### src/rtl/shift_pkg.sv
// Shared types and defaults for the shift-register serial link blocks.
package shift_pkg;

    typedef enum logic [1:0] {
        IDLE = 2'd0,
        RECV = 2'd1,
        FULL = 2'd2
    } deser_state_t;

    localparam int unsigned DEFAULT_WIDTH = 16;

endpackage

### src/rtl/bit_counter.sv
// Saturating up-counter of accepted serial bits with a terminal flag one short of a full word.
module bit_counter #(
    parameter int unsigned WIDTH = 16,
    parameter int unsigned CNT_W = $clog2(WIDTH + 1)
) (
    input  logic             clk,
    input  logic             rst,
    input  logic             clr,
    input  logic             inc,
    output logic [CNT_W-1:0] count,
    output logic             last
);

    logic [CNT_W-1:0] count_q;

    always_ff @(posedge clk or negedge rst) begin
        if (!rst) begin
            count_q <= '0;
        end else if (clr) begin
            count_q <= '0;
        end else if (inc && count_q != CNT_W'(WIDTH)) begin
            count_q <= count_q + 1'b1;
        end
    end

    assign count = count_q;
    assign last  = (count_q == CNT_W'(WIDTH - 1));

endmodule

### src/rtl/shift_deserializer16.sv
// MSB-first serial-to-parallel receiver: frames WIDTH bits into a word offered on valid/ready.
module shift_deserializer16
    import shift_pkg::*;
#(
    parameter int unsigned WIDTH = DEFAULT_WIDTH,
    parameter int unsigned CNT_W = $clog2(WIDTH + 1)
) (
    input  logic             clk,
    input  logic             rst,
    input  logic             start,
    input  logic             sin,
    input  logic             sin_valid,
    output logic [WIDTH-1:0] word_out,
    output logic             word_valid,
    input  logic             word_ready,
    output logic             busy,
    output logic [CNT_W-1:0] bit_count,
    output logic             overrun
);

    deser_state_t     state_q, state_d;
    logic [WIDTH-1:0] word_q, word_d;
    logic             valid_q, valid_d;
    logic             overrun_q, overrun_d;
    logic             cnt_clr, cnt_inc, cnt_last;

    bit_counter #(
        .WIDTH(WIDTH),
        .CNT_W(CNT_W)
    ) u_bit_counter (
        .clk  (clk),
        .rst  (rst),
        .clr  (cnt_clr),
        .inc  (cnt_inc),
        .count(bit_count),
        .last (cnt_last)
    );

    always_comb begin
        state_d   = state_q;
        word_d    = word_q;
        valid_d   = valid_q;
        overrun_d = overrun_q;
        cnt_clr   = 1'b0;
        cnt_inc   = 1'b0;
        case (state_q)
            IDLE: begin
                if (start) begin
                    state_d   = RECV;
                    word_d    = '0;
                    overrun_d = 1'b0;
                    cnt_clr   = 1'b1;
                end
            end
            RECV: begin
                // A restart discards any bit presented in the same cycle.
                if (start) begin
                    word_d  = '0;
                    cnt_clr = 1'b1;
                end else if (sin_valid) begin
                    word_d  = {word_q[WIDTH-2:0], sin};
                    cnt_inc = 1'b1;
                    if (cnt_last) begin
                        state_d = FULL;
                        valid_d = 1'b1;
                    end
                end
            end
            FULL: begin
                if (sin_valid && !(valid_q && word_ready && start)) begin
                    overrun_d = 1'b1;
                end
                if (valid_q && word_ready) begin
                    valid_d = 1'b0;
                    cnt_clr = 1'b1;
                    if (start) begin
                        state_d   = RECV;
                        word_d    = '0;
                        overrun_d = 1'b0;
                    end else begin
                        state_d = IDLE;
                    end
                end
            end
            default: state_d = IDLE;
        endcase
    end

    always_ff @(posedge clk or negedge rst) begin
        if (!rst) begin
            state_q   <= IDLE;
            word_q    <= '0;
            valid_q   <= 1'b0;
            overrun_q <= 1'b0;
        end else begin
            state_q   <= state_d;
            word_q    <= word_d;
            valid_q   <= valid_d;
            overrun_q <= overrun_d;
        end
    end

    assign word_out   = word_q;
    assign word_valid = valid_q;
    assign busy       = (state_q == RECV);
    assign overrun    = overrun_q;

endmodule

### config.mk
export PLATFORM = sky130hd
export DESIGN_NAME = shift_deserializer16
export DESIGN_NICKNAME = d
export VERILOG_FILES = /design/src/rtl/shift_pkg.sv /design/src/rtl/bit_counter.sv /design/src/rtl/shift_deserializer16.sv
export SDC_FILE = /design/constraint.sdc
export NUM_CORES = 1
export LEC_CHECK = 0
export CORE_MARGIN = 8
export CORE_UTILIZATION = 40
export CTS_BUF_LIST = sky130_fd_sc_hd__clkbuf_8
export DETAILED_ROUTE_END_ITERATION = 6
export PLACE_DENSITY = 0.68
export SLEW_MARGIN = 40
export SYNTH_ARGS = -nofsm -noshare
export SYNTH_HDL_FRONTEND = slang
export SYNTH_SLANG_ARGS = --single-unit
### constraint.sdc
create_clock -name clk -period 1.8 [get_ports clk]
set_clock_uncertainty 0.2 [all_clocks]
set_input_delay 0.36 -clock clk [delete_from_list [all_inputs] [get_ports clk]]
set_output_delay 0.36 -clock clk [all_outputs]
set_load 0.02 [all_outputs]
==> results of run 1 <==
[synthesized netlist by cell type, types with 2 or more instances]
library cell	n	area, sq um
dfrtp_1	25	625.6
nand3_1	2	10.01
a21oi_1	2	10.01
or3_1	2	12.51
nand2_1	7	26.28
ha_1	3	37.54
o22ai_1	2	12.51
a22o_1	2	17.52
nand2b_1	2	12.51
inv_1	6	22.52
buf_6	2	22.52
o21ai_0	5	25.02
a32o_1	16	160.2
[metrics by stage]
stage / worst slack [ns] / TNS [ns]
floorplan: 0.1957 / 0
global placement: -0.07764 / -1.288
detailed placement: -0.1220 / -1.576
CTS: 0.004357 / 0
global route: 0.02013 / 0
finish: 0.09780 / 0
[sequential cells by signal, indices dropped and copies added, names as in the netlist]
name,count
overrun,1
u_bit_counter.count,5
state_q,2
word_valid,1
word_out,16
[power by group through the flow]
stage / logic (mW) / registers (mW) / clock network (mW)
finish: 0.109 / 0.579 / 0.321
global route: 0.121 / 0.580 / 0.362
CTS: 0.110 / 0.578 / 0.336
detailed placement: 0.115 / 0.590 / 0
global placement: 0.114 / 0.589 / 0
floorplan: 0.0421 / 0.598 / 0
[final timing paths]
| kind | startpoint | endpoint | slack [ns] | cells after the start |
|---|---|---|---|---|
| worst min-delay path | rst | word_out[13] | 0.26 | 2 |
| worst max register to register | state_q[1] | u_bit_counter.count[3] | 0.15 | 4 |
| worst min register to register | word_out[11] | word_out[12] | 0.32 | 1 |
| min in group clk | word_out[11] | word_out[12] | 0.32 | 1 |
| max in group asynchronous | rst | state_q[1] | 0.90 | 2 |
| worst max-delay path | state_q[1] | busy | 0.1 | 2 |
[placed cells by master, fill, tap and decap left out, drive strengths merged]
cell            n
dlygate4sd2    21
nand2           8
dlymetal6s2s    2
clkbuf          3
mux2i           1
or3             2
nand4b          1
a32o           16
dfrtp          25
ha              3
inv             6
a21oi           2
a31oi           1
and3b           1
nand2b          2
nor2b           2
a22o            2
o21ai           6
nand3           2
nand3b          1
and3            1
buf            10
o22ai           2
and4bb          2
clkinv          1
clkdlybuf4s15   1
clkdlybuf4s50   5
nand4bb         1
[repair_timing]
item                       in CTS  in global routing
cloned                          0                  0
setup endpoints to repair      22                  3
resized for setup              22                  3
[cell families (layout without fill, tap and decap cells)]
family	count (synthesis)	in the layout	share of synthesized area, %
fa+ha+maj	3	3	3.326
compound gates	29	29	21.95
simple gates	23	23	13.31
buf+inv	10	49	5.099
flops	25	25	55.43
mux	1	1	0.8870
[per-layer routing]
| metal | global-route usage (%) | wire length (um) | up-vias |
|---|---|---|---|
| li1 | - | - | 426 |
| met1 | 13.45 | 1163 | 431 |
| met2 | 15.68 | 1183 | 28 |
| met3 | 5.150 | 216 | 3 |
| met4 | 3.417 | 12 | 0 |
| met5 | 0 | 0 | - |
[worst max-delay path: cells and delay by family, from the launching register on]
family	cells	cell delay, ns
buffers and inverters	1	0.33
DFF	1	0.40
and+or+nand+nor	1	0.15
[final cells by class]
class / instances / area [sq um]
inverter: 6 / 22.52
timing repair buffer: 39 / 369.1
sequential: 25 / 625.6
fill: 238 / 1162
tap: 31 / 38.79
clock buffer: 3 / 41.29
multi-input combinational: 56 / 445.4
clock inverter: 1 / 5.005
==> metrics.md, run 1 <==
| Metric | Value |
|---|---|
| Status | finished clean |
| CTS Buf Count | 3 |
| Startpoint types | register |
| Htree depth | 1 |
| Cell Int Power | 0.7691 mW |
| Post-Synthesis Cells | 91 |
| Clock sinks | 25 |
| Hold Crit Class | input port to async pin |
| Flop pwr share | 57.4% |
| Die Wd | 69.12 um |
| Post-CTS Repair Setup Buffers | 0 |
| Number of I/O port buffers | 29 |
| Hold buffers post-CTS | 0 |
| Sequence of cells on the critical path | nor2b_2 > clkdlybuf4s15_1 |
| Grt ovf | 0 |
| Vias in the first global route | 932 |
| Layout area overhead | 37.14% |
| DRT Pass-1 Iters | 4 |
| Syn_area_per_cell | 12.40 sq um |
| Worst slew margin | 78.36% |
| VDD IR max | 0.3637 mV |
| Net Sw Power | 0.2393 mW |
| Layout Utilization | 57.11% |
| RSZ-0062 raised after global routing | no |
| Worst Path Arrival | 1.14 ns |
| Clock transition at path regs | 0.08 ns |
| Synth Warn # | 0 |
| Fin cells | 161 |
| Initial antenna violation count | 0 |
| Routed Antenna Nets | 0 |
| Sw Share | 23.73% |
| Dpl cells | 157 |
| Largest net degree at the start of global routing | 26 |
| Final hold vios | 0 |
| Mapped Area | 1129 sq um |
| Dpl hpwl | 1896 um |
| Mapped Nets | 100 |
| Max Root-Sink Buffers | 2 |
| GRT Overall Usage | 10.71% |
| Netlist cell types | 28 |
| Core area | 2710 sq um |
| Least-Margin Pin Slew | 0.3246 ns |
| Critical path's largest stage delay | 0.40 ns |
| Iter 0 DRT Violations | 95 |
| Hold slack | 0.2594 ns |
| Top FF cell, synth | dfrtp_1 |
| Max cap viols | 0 |
| Synth Register Bits | 25 |
| NumNets Final | 140 |
| Pwr Total | 1.008 mW |
| Routability cong. | 0.7752 |
| Crit path time final | 1.702 ns |
| Dpl cell area | 1523 sq um |
| Fin crit share | 94.57% |
| Die Height | 69.12 um |
| Final WL | 2575 um |
| Leakage | 0.8238 nW |
| Crit Path Max Fanout | 2 |
| Slew Limit Fails | 0 |
| Starting Density | 41.64% |
| Power per cell area | 651.5 nW/um^2 |
| Clock Power Share | 31.8% |
| Combinational share of power | 10.8% |
| Ant diodes | 0 |
| CTS root buffer | clkbuf_8 |
| Max Clock Freq | 587.5 MHz |
| Layout cell share with drive strength beyond 1 | 13.85% |
| Worst EP required | 1.24 ns |
| Vias/cell | 5.516 |
| Core Rows | 19 |
| Number of synthesized flops with an enable pin | 0 |
| # setup viols final | 0 |
| Slowest CP cell | dfrtp_1 |
| CP endpoint kind | output pin |
| First-pass GRT wire length | 4402 um |
| CTS tree | done |
| Critical path class | register to output pin |
| Clk_lat worst skew | 0.26 ns |
| Final Cell Area | 1548 sq um |
| Sequential fraction of the synthesis area | 55.43% |
| IO Pins | 30 |
| Via count | 888 |
| Synth async-reset ratio | 100.0% |
| Die Footprint | 4777 sq um |
| DR WL/cell | 15.99 um |
| # DRC | 0 |
Power figures use the tool's default switching activity.
==> run 2, diff against run 1 <==
Settings changed: CTS_CLUSTER_DIAMETER set to 80, CTS_CLUSTER_SIZE set to 30.
==> results of run 2 <==
Same layout as run 1: the final DEF is identical, and so are final timing and power.
